===== config.mk =====
export PLATFORM = sky130hd
export DESIGN_NAME = mux_n_pipe_flat
export DESIGN_NICKNAME = d
export VERILOG_FILES = /design/src/rtl/mux_n_pipe_if.sv /design/src/rtl/mux_n_pipe.sv /design/src/flat_wrapper.sv
export SDC_FILE = /design/constraint.sdc
export NUM_CORES = 1
export LEC_CHECK = 0
export ABC_AREA = 1
export BUFFER_PORTS_ARGS = -buffer_cell sky130_fd_sc_hd__buf_2
export CAP_MARGIN = 10
export CORE_AREA = 10 10 48 50
export CTS_BUF_LIST = sky130_fd_sc_hd__clkbuf_2
export DETAILED_ROUTE_END_ITERATION = 6
export DIE_AREA = 0 0 58 60
export HOLD_SLACK_MARGIN = 0.06
export PLACE_DENSITY_LB_ADDON = 0.1
export SLEW_MARGIN = 0
export SYNTH_ARGS = -nofsm -noshare
export SYNTH_HDL_FRONTEND = slang
export SYNTH_SLANG_ARGS = --single-unit

===== constraint.sdc =====
create_clock -name clk -period 0.8 [get_ports clk]
set_input_delay 0.12 -clock clk [delete_from_list [all_inputs] [get_ports clk]]
set_output_delay 0.12 -clock clk [all_outputs]
set_load 0.03 [all_outputs]

===== src/rtl/mux_n_pipe_if.sv =====
// Bundle of the selector's data, select, control and result signals.
// The master side drives the operation; the slave side is the pipelined selector.
interface mux_n_pipe_if #(
  parameter int WIDTH  = 5,
  parameter int NUM_IN = 4,
  parameter int SEL_W  = 2
);
  logic [NUM_IN*WIDTH-1:0] din;
  logic [SEL_W-1:0]        sel;
  logic                    in_valid;
  logic                    stall;
  logic                    flush;
  logic [WIDTH-1:0]        out;
  logic                    out_valid;
  logic                    sel_err;

  modport master (
    output din, sel, in_valid, stall, flush,
    input  out, out_valid, sel_err
  );

  modport slave (
    input  din, sel, in_valid, stall, flush,
    output out, out_valid, sel_err
  );
endinterface


===== src/rtl/mux_n_pipe.sv =====
// N-input selector with a STAGES-deep registered pipeline.
// The pipeline carries valid and illegal-select flags alongside the data.
module mux_n_pipe #(
  parameter int WIDTH  = 5,
  parameter int NUM_IN = 4,
  parameter int SEL_W  = 2,
  parameter int STAGES = 1
) (
  input logic          clk,
  input logic          rst,
  mux_n_pipe_if.slave  bus
);

  if (STAGES < 1 || STAGES > 3) begin : g_bad_stages
    $error("mux_n_pipe: STAGES must be 1..3");
  end
  if (NUM_IN < 2) begin : g_bad_num_in
    $error("mux_n_pipe: NUM_IN must be at least 2");
  end
  if ((2 ** SEL_W) < NUM_IN) begin : g_bad_sel_w
    $error("mux_n_pipe: SEL_W too narrow for NUM_IN");
  end

  logic [WIDTH-1:0]  cap_data;
  logic              cap_err;
  logic              sel_ok;

  logic [WIDTH-1:0]  data_q [STAGES];
  logic [STAGES-1:0] valid_q;
  logic [STAGES-1:0] err_q;

  // Bubbles carry zero data so the output is deterministic when not valid.
  always_comb begin
    cap_data = '0;
    sel_ok   = 1'b0;
    for (int k = 0; k < NUM_IN; k++) begin
      if (bus.sel == SEL_W'(k)) begin
        sel_ok = 1'b1;
        if (bus.in_valid) begin
          cap_data = bus.din[k*WIDTH +: WIDTH];
        end
      end
    end
    cap_err = bus.in_valid & ~sel_ok;
  end

  always_ff @(posedge clk or posedge rst) begin
    if (rst) begin
      for (int s = 0; s < STAGES; s++) begin
        data_q[s] <= '0;
      end
      valid_q <= '0;
      err_q   <= '0;
    end else if (bus.flush) begin
      for (int s = 0; s < STAGES; s++) begin
        data_q[s] <= '0;
      end
      valid_q <= '0;
      err_q   <= '0;
    end else if (!bus.stall) begin
      data_q[0]  <= cap_data;
      valid_q[0] <= bus.in_valid;
      err_q[0]   <= cap_err;
      for (int s = 1; s < STAGES; s++) begin
        data_q[s]  <= data_q[s-1];
        valid_q[s] <= valid_q[s-1];
        err_q[s]   <= err_q[s-1];
      end
    end
  end

  assign bus.out       = data_q[STAGES-1];
  assign bus.out_valid = valid_q[STAGES-1];
  assign bus.sel_err   = err_q[STAGES-1];

endmodule


===== src/flat_wrapper.sv =====
// flat-port wrapper written by rule: the top's interface ports become plain ports
module mux_n_pipe_flat 
#(
  parameter int WIDTH  = 5,
  parameter int NUM_IN = 4,
  parameter int SEL_W  = 2,
  parameter int STAGES = 1
)
  (clk, rst, bus_din, bus_sel, bus_in_valid, bus_stall, bus_flush, bus_out, bus_out_valid, bus_sel_err);
  mux_n_pipe_if #(.WIDTH(WIDTH), .NUM_IN(NUM_IN), .SEL_W(SEL_W)) bus_i ();
  input logic clk;
  input logic rst;
  input wire logic [$bits(bus_i.din)-1:0] bus_din;
  input wire logic [$bits(bus_i.sel)-1:0] bus_sel;
  input wire logic [$bits(bus_i.in_valid)-1:0] bus_in_valid;
  input wire logic [$bits(bus_i.stall)-1:0] bus_stall;
  input wire logic [$bits(bus_i.flush)-1:0] bus_flush;
  output wire logic [$bits(bus_i.out)-1:0] bus_out;
  output wire logic [$bits(bus_i.out_valid)-1:0] bus_out_valid;
  output wire logic [$bits(bus_i.sel_err)-1:0] bus_sel_err;
  assign bus_i.din = bus_din;
  assign bus_i.sel = bus_sel;
  assign bus_i.in_valid = bus_in_valid;
  assign bus_i.stall = bus_stall;
  assign bus_i.flush = bus_flush;
  assign bus_out = bus_i.out;
  assign bus_out_valid = bus_i.out_valid;
  assign bus_sel_err = bus_i.sel_err;
  mux_n_pipe #(.WIDTH(WIDTH), .NUM_IN(NUM_IN), .SEL_W(SEL_W), .STAGES(STAGES)) u_core (.clk(clk), .rst(rst), .bus(bus_i));
endmodule

**After elaboration in Yosys (flattened, before gate mapping)**

Cells that the tools add are included.
W data, S select, Z words.

- Add/sub/neg operators: 0
- $mul: 0
- Divide/modulo/power cells: 0
- $lt $le $gt $ge: 0
- Equal/unequal tests: 4
- Shifts and indexed selects: 0
- Muxes and demuxes: 18
- Bitwise logic cells: 2
- Reduce and logical (&&, ||, !) cells: 1

Operators with widths:

| cell | count |
|---|---|
| $mux W5 | 10 |
| $mux W1 | 8 |
| $eq A2 B2 Y1 const B | 2 |
| $eq A2 B1 Y1 const B | 1 |
| $logic_not A2 Y1 | 1 |
| $ne A2 B1 Y1 const B | 1 |
| $and A1 B1 Y1 | 1 |
| $not A1 Y1 | 1 |

- Bits in registers: 7
- Bits in latches: 0
- Memory bits (writable): 0
- ROM bits: 0
- Input port bits: 27
- Output and inout bits: 7
- Word-level logic and storage cells: 28
- Memories kept: 0

**Depth between registers and ports, before layout**

Gate-level depths: netlist (run 1).

- Word-level depth: 10
- Gate-level depth with buffers: 9
- Gate-level depth less buffers: 8

**Worst setup path after synthesis (run 1)**

No wires, ideal clock.

- Path type: reg-to-reg
- Start point: register, netlist name u_core.bus.out_valid
- End point: register u_core.valid_q, in the netlist u_core.bus.out_valid
- Setup time: 0.121 ns
- Arrival: 0.694 ns
- Data required time: 0.679 ns
- Path slack: -0.015 ns
- Cell stages (with the launch flop): 2
- Buffers on the path: 0
- Period minus slack after synthesis: 0.815 ns
- Cells stage by stage: dfrtp_1 > a22o_1

RTL lines:

| item | line | RTL |
|---|---|---|
| end signal, assigned by index | mux_n_pipe.sv:66 | `valid_q[s] <= valid_q[s-1];` |
| end, declared | mux_n_pipe.sv:29 | `logic [STAGES-1:0] valid_q;` |

**Worst setup path in the final report (run 1)**

- Start point: register u_core.valid_q, in the netlist u_core.bus.out_valid
- End point: output port bus_out_valid

RTL lines:

| item | line | RTL |
|---|---|---|
| end, declared | flat_wrapper.sv:19 | `output wire logic [$bits(bus_i.out_valid)-1:0] bus_out_valid;` |

No word-level cell between the ends.

==> results.sh, run 1 <==
export IMPL_r2r_slack_ns=-0.02
export IMPL_netlist_instances=73
export IMPL_min_to="u_core.bus.sel_err"
export IMPL_pre_cts_slack_ns=-0.157
export IMPL_cpPeakStageDelay_ns=0.41
export IMPL_vias_per_cell=4.61
export IMPL_wl_per_cell_um=11.4
export IMPL_path_class="reg2out"
export IMPL_irDropWorstVdd_mv=0.999
export IMPL_fillCellCount=146
export IMPL_initial_core_util=0.344
export IMPL_worstPathArrival_ns=0.79
export IMPL_grt_max_degree=12
export IMPL_violations="setup timing"
export IMPL_r2r_end="u_core.bus.out_valid"
export IMPL_die_h_um=60
export IMPL_synth_xor_area_frac=0
export IMPL_slowest_stage="dfrtp_2"
export IMPL_gp_congestion=0.793
export IMPL_dp_hpwl_mm=1.31
export IMPL_grt_overflow_total=0
export IMPL_tightest_slew_ns=0.368
export IMPL_first_global_vias=632
export IMPL_p_sw_frac=0.304
export IMPL_p_per_area_mw_per_mm2=1130
export IMPL_status="complete, but fails checks"
export IMPL_synthToLayoutAreaGrowth_pct=66.6
export IMPL_hold_depth=2
export IMPL_critical_path_top_delay_family="flip-flops"
export IMPL_antenna_found_initial=0
export IMPL_tns_ns=-0.677
export IMPL_vias=622
export IMPL_pwr_share_seq=0.406
export IMPL_leakage_nw=0.492
export IMPL_reg2reg_depth=2
export IMPL_drive_gt1_frac=0.445
export IMPL_finalClockSkew_ns=0
export IMPL_ys_seq_area_frac=0.354
export IMPL_muxShareOfSynthArea=0
export IMPL_synth_adder_area_share=0
export IMPL_final_cell_mix="32 x nand2_1, 26 x buf_2, 9 x nand3_1, 9 x buf_4, 7 x buf_6"
export IMPL_fp_dieW_um=58
export IMPL_fmax_mhz=1100
export IMPL_final_common_cell="nand2_1"
export IMPL_crit_buf_inv=1
export IMPL_relSlewSlack=0.753
export IMPL_worst_setup_path_end_kind="output port"
export IMPL_globalRouteTotalUtil=0.0852
export IMPL_p_sw_mw=0.283
export IMPL_dieArea_mm2=0.00348
export IMPL_drc=0
export IMPL_syn_area_um2=494
export IMPL_hold_start="bus_flush"
export IMPL_whs_ns=0.0531
export IMPL_crit_path_max_fanout=2
export IMPL_hold_viol_final=0
export IMPL_io_pins=34
export IMPL_port_buffer_count=33
export IMPL_stdcell_area_um2=823
export IMPL_cts_htree_levels=1
export IMPL_ys_types=15
export IMPL_fin_ws_ns=-0.111
export IMPL_clk_latency_ns=0.22
export IMPL_synthSimpleGateAreaFrac=0.478
export IMPL_diodes=0
export IMPL_utilization=0.573
export IMPL_crit_chain="buf_6"
export IMPL_nets=147
export IMPL_ctsLongestPathBuffers=2
export IMPL_clock_sink_count=7
export IMPL_cp_start_kind="flip-flop"
export IMPL_hold_path_class="in2reg"
export IMPL_synth_top_family_by_area="simple AND/OR/NAND/NOR gates"
export IMPL_r2r_start="u_core.bus.out_valid"
export IMPL_power_frac_clock=0.284
export IMPL_min_period_over_period=1.14
export IMPL_drv_cap=0
export IMPL_synth_compound_area_share=0.0684
export IMPL_rsz0062_at_grt="true"
export IMPL_dr_pass1_iters=4
export IMPL_syn_avg_cell_area_um2=6.77
export IMPL_place_area_um2=734
export IMPL_min_period_ns=0.911
export IMPL_synth_ff_latch_count=7
export IMPL_num_rows=14
export IMPL_drt_antenna_violating_nets=0
export IMPL_drt_wl_total_mm=1.54
export IMPL_clkTransAtPathRegs_ns=0.08
export IMPL_numCtsBuffers=3
export IMPL_drt_iter0_markers=9
export IMPL_intPower_mw=0.648
export IMPL_comb_power_share=0.311
export IMPL_cts_tree="built"
export IMPL_crit_required_ns=0.68
export IMPL_setup_violations_final=8
export IMPL_ctsHoldBuffers=1
export IMPL_syn_num_nets=100
export IMPL_coreArea_mm2=0.00144
export IMPL_slew_viol_final=0
export IMPL_grt_pass1_wl_mm=2.44
export IMPL_cts_root_buf="clkbuf_2"
export IMPL_synth_warnings=0
## what timing repair did
item / 4_1_cts / 5_1_grt
gates resized for setup: 14 / 0
endpoints found under the setup margin: 7 / 8
gates cloned: 0 / 0
endpoints found under the hold margin: 8 / 1
pin swaps: 1 / 0
setup buffers: 1 / 1
## Yosys cell counts
| cell | number | area, um2 |
|---|---|---|
| a22o_1 | 1 | 8.76 |
| nand2_2 | 1 | 6.26 |
| dfrtp_1 | 7 | 175 |
| inv_1 | 6 | 22.5 |
| nor3b_1 | 1 | 7.51 |
| nor3_2 | 1 | 10.0 |
| o21ai_0 | 4 | 20.0 |
| buf_6 | 2 | 22.5 |
| inv_2 | 1 | 3.75 |
| nor2_1 | 2 | 7.51 |
| a21oi_1 | 1 | 5.00 |
| nand3b_1 | 4 | 30.0 |
| nand2_1 | 32 | 120 |
| nand3_1 | 9 | 45.0 |
| nand3_2 | 1 | 10.0 |
## cell type report
type	instances	area (um2)	area share
clock buffers	4	20.0	0.0243
repair buffers	44	307	0.372
well taps	16	20.0	0.0243
inverters	7	26.3	0.0319
multi-input cells	57	274	0.333
flip-flops and latches	7	176	0.214
## per-layer routing
metal,GRT usage,wire length [um],vias up
met5,0,0,-
met4,0.0101,15,0
met3,0.0508,132,2
met2,0.153,731,23
met1,0.0846,660,271
li1,-,-,326
## cell families after synthesis
kind of cell    Yosys count
buf+inv                   9
flops                     7
compound gates            6
simple gates             51
## worst max path at each step
| stage | end | cells past startpoint | start | slack (ns) |
|---|---|---|---|---|
| 2_1_floorplan | u_core.bus.out_valid | 1 | u_core.bus.out_valid | 0.02 |
| 6_report | bus_out_valid | 1 | u_core.bus.out_valid | -0.11 |
| 3_5_place_dp | u_core.bus.out[1] | 8 | bus_sel[1] | -0.16 |
| 3_3_place_gp | u_core.bus.out[1] | 8 | bus_sel[0] | -0.14 |
| 4_1_cts | bus_out_valid | 1 | u_core.bus.out_valid | -0.11 |
| 5_1_grt | bus_out_valid | 1 | u_core.bus.out_valid | -0.15 |
## state kept, by name, indices dropped and copies added (netlist names)
name                  cells
u_core.bus.sel_err        1
u_core.bus.out            5
u_core.bus.out_valid      1
## per-stage QoR
step                total power, mW  cells
floorplan                     0.518     73
finish                        0.931    135
CTS                           0.937    134
global placement              0.645    128
global route                  0.993    135
detailed placement            0.647    128
## power by group through the flow
| stage | sequential (mW) | clock (mW) | combinational (mW) |
|---|---|---|---|
| after detailed placement | 0.381 | 0 | 0.266 |
| after CTS | 0.377 | 0.269 | 0.290 |
| final | 0.378 | 0.264 | 0.289 |
| after floorplan | 0.408 | 0 | 0.110 |
| after global placement | 0.380 | 0 | 0.265 |
| after global routing | 0.378 | 0.295 | 0.321 |
(Power assumes the default switching activity.)
==> inputs of run 2 (changes only) <==
--- a/config.mk
+++ b/config.mk
@@ -5,9 +5,8 @@
 export SDC_FILE = /design/constraint.sdc
 export NUM_CORES = 1
 export LEC_CHECK = 0
-export ABC_AREA = 1
 export BUFFER_PORTS_ARGS = -buffer_cell sky130_fd_sc_hd__buf_2
-export CAP_MARGIN = 10
+export CAP_MARGIN = 20
 export CORE_AREA = 10 10 48 50
 export CTS_BUF_LIST = sky130_fd_sc_hd__clkbuf_2
 export DETAILED_ROUTE_END_ITERATION = 6
==> run 2 against run 1 <==
Against the previous run:
- the run still ends with setup timing left
- sequential share of layout area up 1.9 points
- global-route usage up 0.56 points
- register-to-register slack about the same
- cell area down 6.7%
- largest power group unchanged
==> results.sh, run 2 <==
export IMPL_status="complete, but fails checks"
export IMPL_violations="setup timing"
export IMPL_utilization=0.535
export IMPL_worst_setup_path_end_kind="output port"
export IMPL_coreArea_mm2=0.00144
export IMPL_synth_top_cells_by_count="7 x dfrtp_1, 4 x inv_1, 4 x mux2_2"
export IMPL_ys_async_sr_fraction=1.00
export IMPL_setup_violations_final=8
export IMPL_synth_ff_latch_count=7
export IMPL_io_pins=34
export IMPL_drt_iter0_markers=3
export IMPL_grt_max_degree=13
export IMPL_drc=0
export IMPL_synth_adder_area_share=0
export IMPL_clkTransAtPathRegs_ns=0.08
export IMPL_dr_pass1_iters=4
export IMPL_largest_reg_flops=5
export IMPL_crit_required_ns=0.68
export IMPL_fp_dieW_um=58
export IMPL_hold_path_class="in2reg"
export IMPL_rsz0062_at_grt="true"
export IMPL_globalRouteTotalUtil=0.0908
export IMPL_cts_tree="built"
export IMPL_clock_sink_count=7
export IMPL_syn_area_um2=470
export IMPL_syn_avg_cell_area_um2=10.9
export IMPL_num_rows=14
export IMPL_synthSimpleGateAreaFrac=0.141
export IMPL_first_global_vias=584
export IMPL_fmax_mhz=1100
export IMPL_yosysMostFrequentCell="dfrtp_1"
export IMPL_dieArea_mm2=0.00348
export IMPL_synthToLayoutAreaGrowth_pct=63.3
export IMPL_vias_per_cell=5.06
export IMPL_critical_path_top_delay_family="flip-flops"
export IMPL_muxShareOfSynthArea=0.213
export IMPL_final_cell_mix="25 x buf_2, 8 x buf_6, 5 x a221oi_2"
export IMPL_yosysTopAreaCell="dfrtp_1"
export IMPL_initial_core_util=0.328
export IMPL_clk_latency_ns=0.23
export IMPL_relSlewSlack=0.823
export IMPL_irDropWorstVdd_mv=1.10
export IMPL_antenna_found_initial=0
export IMPL_port_buffer_count=33
export IMPL_netlist_instances=43
export IMPL_tightest_slew_ns=0.266
export IMPL_dp_hpwl_mm=1.20
export IMPL_syn_num_nets=70
export IMPL_min_period_ns=0.913
export IMPL_fin_ws_ns=-0.113
export IMPL_fillCellCount=140
export IMPL_gp_congestion=0.695
export IMPL_drive_gt1_frac=0.716
export IMPL_min_period_over_period=1.14
export IMPL_ctsLongestPathBuffers=2
export IMPL_cpPeakStageDelay_ns=0.41
export IMPL_worstPathArrival_ns=0.79
export IMPL_slowest_stage="dfrtp_2"
export IMPL_nets=109
export IMPL_path_class="reg2out"
export IMPL_drt_wl_total_mm=1.48
export IMPL_cts_root_buf="clkbuf_2"
export IMPL_synth_warnings=0
export IMPL_finalClockSkew_ns=0
export IMPL_wl_per_cell_um=15.3
export IMPL_synth_compound_area_share=0.207
export IMPL_ys_seq_area_frac=0.372
export IMPL_p_total_mw=0.967
export IMPL_synth_xor_area_frac=0
export IMPL_diodes=0
export IMPL_grt_pass1_wl_mm=2.51
export IMPL_netlist_top_cells_area="dfrtp_1 37%, mux2_2 9.6%, mux2_4 9.6%"
export IMPL_crit_buf_inv=1
export IMPL_die_h_um=60
export IMPL_grt_overflow_total=0
export IMPL_leakage_nw=0.386
export IMPL_crit_chain="buf_6"
export IMPL_slew_viol_final=0
export IMPL_synth_top_family_by_area="multiplexers"
export IMPL_final_common_cell="buf_2"
export IMPL_yosysTopAreaCellShare=0.372
export IMPL_cts_htree_levels=1
export IMPL_vias=491
export IMPL_crit_path_max_fanout=2
export IMPL_cp_start_kind="flip-flop"
export IMPL_hold_viol_final=0
export IMPL_p_per_area_mw_per_mm2=1260
export IMPL_numCtsBuffers=3
export IMPL_synth_edff_count=0
export IMPL_ys_types=18
export IMPL_whs_ns=0.136
export IMPL_drt_antenna_violating_nets=0
export IMPL_pre_cts_slack_ns=-0.354
export IMPL_synthFlopType="dfrtp_1"
export IMPL_drv_cap=0
-- run 2: changes by cell type in the layout (fill, tap and decap cells not counted), moves of 3 or more --
| cell | delta |
|---|---|
| nand2_1 | -31 |
| nand3_1 | -9 |
| buf_4 | -7 |
| a221oi_2 | +5 |
| mux2_4 | +4 |
| nand3b_1 | -4 |
| o21ai_0 | -4 |
| a21oi_1 | +3 |
| mux2_2 | +3 |
-- run 2: final cells by class --
type                       count  area [um2]  area share
tap                           16        20.0      0.0261
timing repair buffer          36         240       0.313
sequential                     7         179       0.233
inverter                       4        15.0      0.0195
clock buffer                   3        15.0      0.0195
multi-input combinational     30         294       0.383
clock inverter                 1        5.00     0.00651
-- run 2: cell families (layout without fill, tap and decap cells) --
group,Yosys count,after routing
flip-flops,7,7
buffers and inverters,6,44
multiplexers,8,8
AND/OR/NAND/NOR,11,11
AO/OA/AOI/OAI,11,11
-- run 2: power by group --
part / switching (mW) / internal [mW]
Combinational: 0.149 / 0.171
Sequential: 0.0140 / 0.374
Clock: 0.145 / 0.113
Total: 0.309 / 0.658
-- run 2: metrics by stage --
stage	TNS (ns)	std cells	instance area, um2
2_1_floorplan	-0.566	43	487
3_3_place_gp	-1.53	91	654
3_5_place_dp	-1.59	91	654
4_1_cts	-0.816	96	748
6_report	-0.764	97	768
5_1_grt	-1.26	97	768
-- run 2: routing by layer --
metal | wire [um] | vias up | track usage
met5 | 0 | - | 0
met4 | 0 | 0 | 0.0403
met3 | 127 | 0 | 0.0466
met2 | 726 | 26 | 0.144
met1 | 630 | 227 | 0.0989
li1 | - | 238 | -
-- run 2: what timing repair did --
item                       4_1_cts  5_1_grt
buffers inserted                 0        1
setup endpoints to repair       12        9
pin swaps                        0        1
gates resized for setup         18        2
hold buffers                     1        0
hold endpoints to repair         7        0
-- run 2: final timing paths --
path / from / end / slack, ns / depth (start not counted)
setup reg to reg: u_core.bus.out[2] / u_core.bus.out[2] / -0.02 / 3
hold reg to reg: u_core.bus.sel_err / u_core.bus.sel_err / 0.53 / 2
max in group asynchronous: rst / u_core.bus.out[1] / 0.23 / 3
setup / recovery: u_core.bus.out[2] / bus_out[2] / -0.11 / 1
hold / removal: bus_flush / u_core.bus.out[2] / 0.14 / 2
min in group asynchronous: rst / u_core.bus.out_valid / 0.34 / 3
==> inputs of run 3 (changes only) <==
--- a/config.mk
+++ b/config.mk
@@ -12,7 +12,7 @@
 export DETAILED_ROUTE_END_ITERATION = 6
 export DIE_AREA = 0 0 58 60
 export HOLD_SLACK_MARGIN = 0.06
-export PLACE_DENSITY_LB_ADDON = 0.1
+export PLACE_DENSITY = 0.71
 export SLEW_MARGIN = 0
 export SYNTH_ARGS = -nofsm -noshare
 export SYNTH_HDL_FRONTEND = slang
==> run 3 against run 2 <==
Against the previous run:
- the run still ends with setup timing left
- clock skew unchanged
- sequential share of layout area down 0.59 points
- non-clock buffer count rose by 2
- sequential power is essentially flat
- final cell count rose by 2.1%
- cell area is 2.6% higher
- register-to-register slack lost 0.04 ns
- maximum frequency increased by 1.7%
- clock-buffer cell count up 1
- global-route usage is 0.53 points lower
==> results.sh, run 3 (synthesized netlist as in run 2, its figures left out) <==
export IMPL_status="complete, but fails checks"
export IMPL_violations="setup timing"
export IMPL_finalClockSkew_ns=0
export IMPL_nets=111
export IMPL_antenna_found_initial=0
export IMPL_min_period_over_period=1.12
export IMPL_diodes=0
export IMPL_dieArea_mm2=0.00348
export IMPL_hold_path_class="in2reg"
export IMPL_clk_latency_ns=0.22
export IMPL_num_rows=14
export IMPL_crit_path_max_fanout=2
export IMPL_port_buffer_count=33
export IMPL_crit_required_ns=0.68
export IMPL_slowest_stage="dfrtp_2"
export IMPL_fmax_mhz=1110
export IMPL_stdcell_area_um2=788
export IMPL_wl_per_cell_um=15.1
export IMPL_cts_root_buf="clkbuf_2"
export IMPL_grt_pass1_wl_mm=2.33
export IMPL_cpPeakStageDelay_ns=0.42
export IMPL_drc=0
export IMPL_dr_pass1_iters=4
export IMPL_cts_htree_levels=1
export IMPL_cp_start_kind="flip-flop"
export IMPL_multi_input_area_um2=295
export IMPL_drt_wl_total_mm=1.49
export IMPL_grt_overflow_total=0
export IMPL_clock_sink_count=7
export IMPL_slew_viol_final=0
export IMPL_cts_tree="built"
export IMPL_gp_congestion=0.686
export IMPL_fp_dieW_um=58
export IMPL_largest_reg_flops=5
export IMPL_crit_buf_inv=1
export IMPL_tightest_slew_ns=0.271
export IMPL_final_cell_mix="25 x buf_2, 9 x buf_6, 5 x a221oi_2"
export IMPL_die_h_um=60
export IMPL_fillCellCount=145
export IMPL_relSlewSlack=0.819
export IMPL_drv_cap=0
export IMPL_setup_violations_final=9
export IMPL_final_common_cell="buf_2"
export IMPL_hold_viol_final=0
export IMPL_p_per_area_mw_per_mm2=1240
export IMPL_fin_ws_ns=-0.0976
export IMPL_crit_chain="buf_6"
export IMPL_utilization=0.549
export IMPL_place_area_um2=662
export IMPL_initial_core_util=0.328
export IMPL_drive_gt1_frac=0.747
export IMPL_vias_per_cell=4.86
export IMPL_globalRouteTotalUtil=0.0855
export IMPL_first_global_vias=562
export IMPL_drt_iter0_markers=1
export IMPL_clkTransAtPathRegs_ns=0.07
export IMPL_drt_antenna_violating_nets=0
export IMPL_pre_cts_slack_ns=-0.351
export IMPL_min_period_ns=0.898
export IMPL_path_class="reg2out"
export IMPL_vias=481
export IMPL_critical_path_top_delay_family="flip-flops"
export IMPL_worstPathArrival_ns=0.78
export IMPL_tns_ns=-0.683
export IMPL_leakage_nw=0.396
export IMPL_io_pins=34
export IMPL_rsz0062_at_grt="true"
export IMPL_synthToLayoutAreaGrowth_pct=67.6
export IMPL_worst_setup_path_end_kind="output port"
export IMPL_irDropWorstVdd_mv=0.788
export IMPL_numCtsBuffers=3
export IMPL_coreArea_mm2=0.00144
export IMPL_grt_max_degree=13
export IMPL_ctsLongestPathBuffers=2
export IMPL_regArea_um2=179
-- run 3: area by class of cell --
cell class                 instances  share of cell area
multi-input combinational         30               0.375
timing repair buffer              38               0.329
sequential                         7               0.227
clock buffer                       4              0.0254
tap                               16              0.0254
inverter                           4              0.0190
-- run 3: worst paths after layout --
path	from	end	slack, ns	cells after the start
max reg2reg	u_core.bus.out[2]	u_core.bus.out[2]	-0.06	3
max	u_core.bus.out[2]	bus_out[2]	-0.1	1
min	bus_flush	u_core.bus.out[0]	0.16	2
min reg2reg	u_core.bus.sel_err	u_core.bus.sel_err	0.54	2
max in group asynchronous	rst	u_core.bus.out[1]	0.21	3
min in group asynchronous	rst	u_core.bus.sel_err	0.36	3
-- run 3: worst register-to-register path: stages (launching register included) --
cell	delay (ns)
dfrtp_2	0.38
buf_4	0.11
inv_2	0.03
a221oi_2	0.26
-- run 3: metal layers --
| metal | global-route usage | wire, um | vias to the layer above |
|---|---|---|---|
| li1 | - | - | 241 |
| met1 | 0.0784 | 552 | 223 |
| met2 | 0.156 | 815 | 17 |
| met4 | 0.0403 | 0 | 0 |
| met3 | 0.0403 | 123 | 0 |
| met5 | 0 | 0 | - |
-- run 3: repair_timing --
item	4_1_cts	5_1_grt
endpoints found under the hold margin	7	0
setup endpoints to repair	12	11
buffers inserted	1	1
pin swaps	1	2
hold buffers	1	0
resized for setup	18	5
-- run 3: where the power goes --
| group | switching (mW) | internal, mW | leakage, nW |
|---|---|---|---|
| registers | 0.0148 | 0.375 | 0.0890 |
| clock network | 0.122 | 0.133 | 0.0166 |
| logic | 0.153 | 0.180 | 0.291 |
-- run 3: stage by stage --
stage | hold slack, ns | total power, mW | instances
detailed placement | 0.0557 | 0.668 | 92
global route | 0.146 | 1.04 | 99
CTS | 0.134 | 0.982 | 98
finish | 0.162 | 0.977 | 99
floorplan | -0.0768 | 0.561 | 43
global placement | 0.0569 | 0.659 | 92
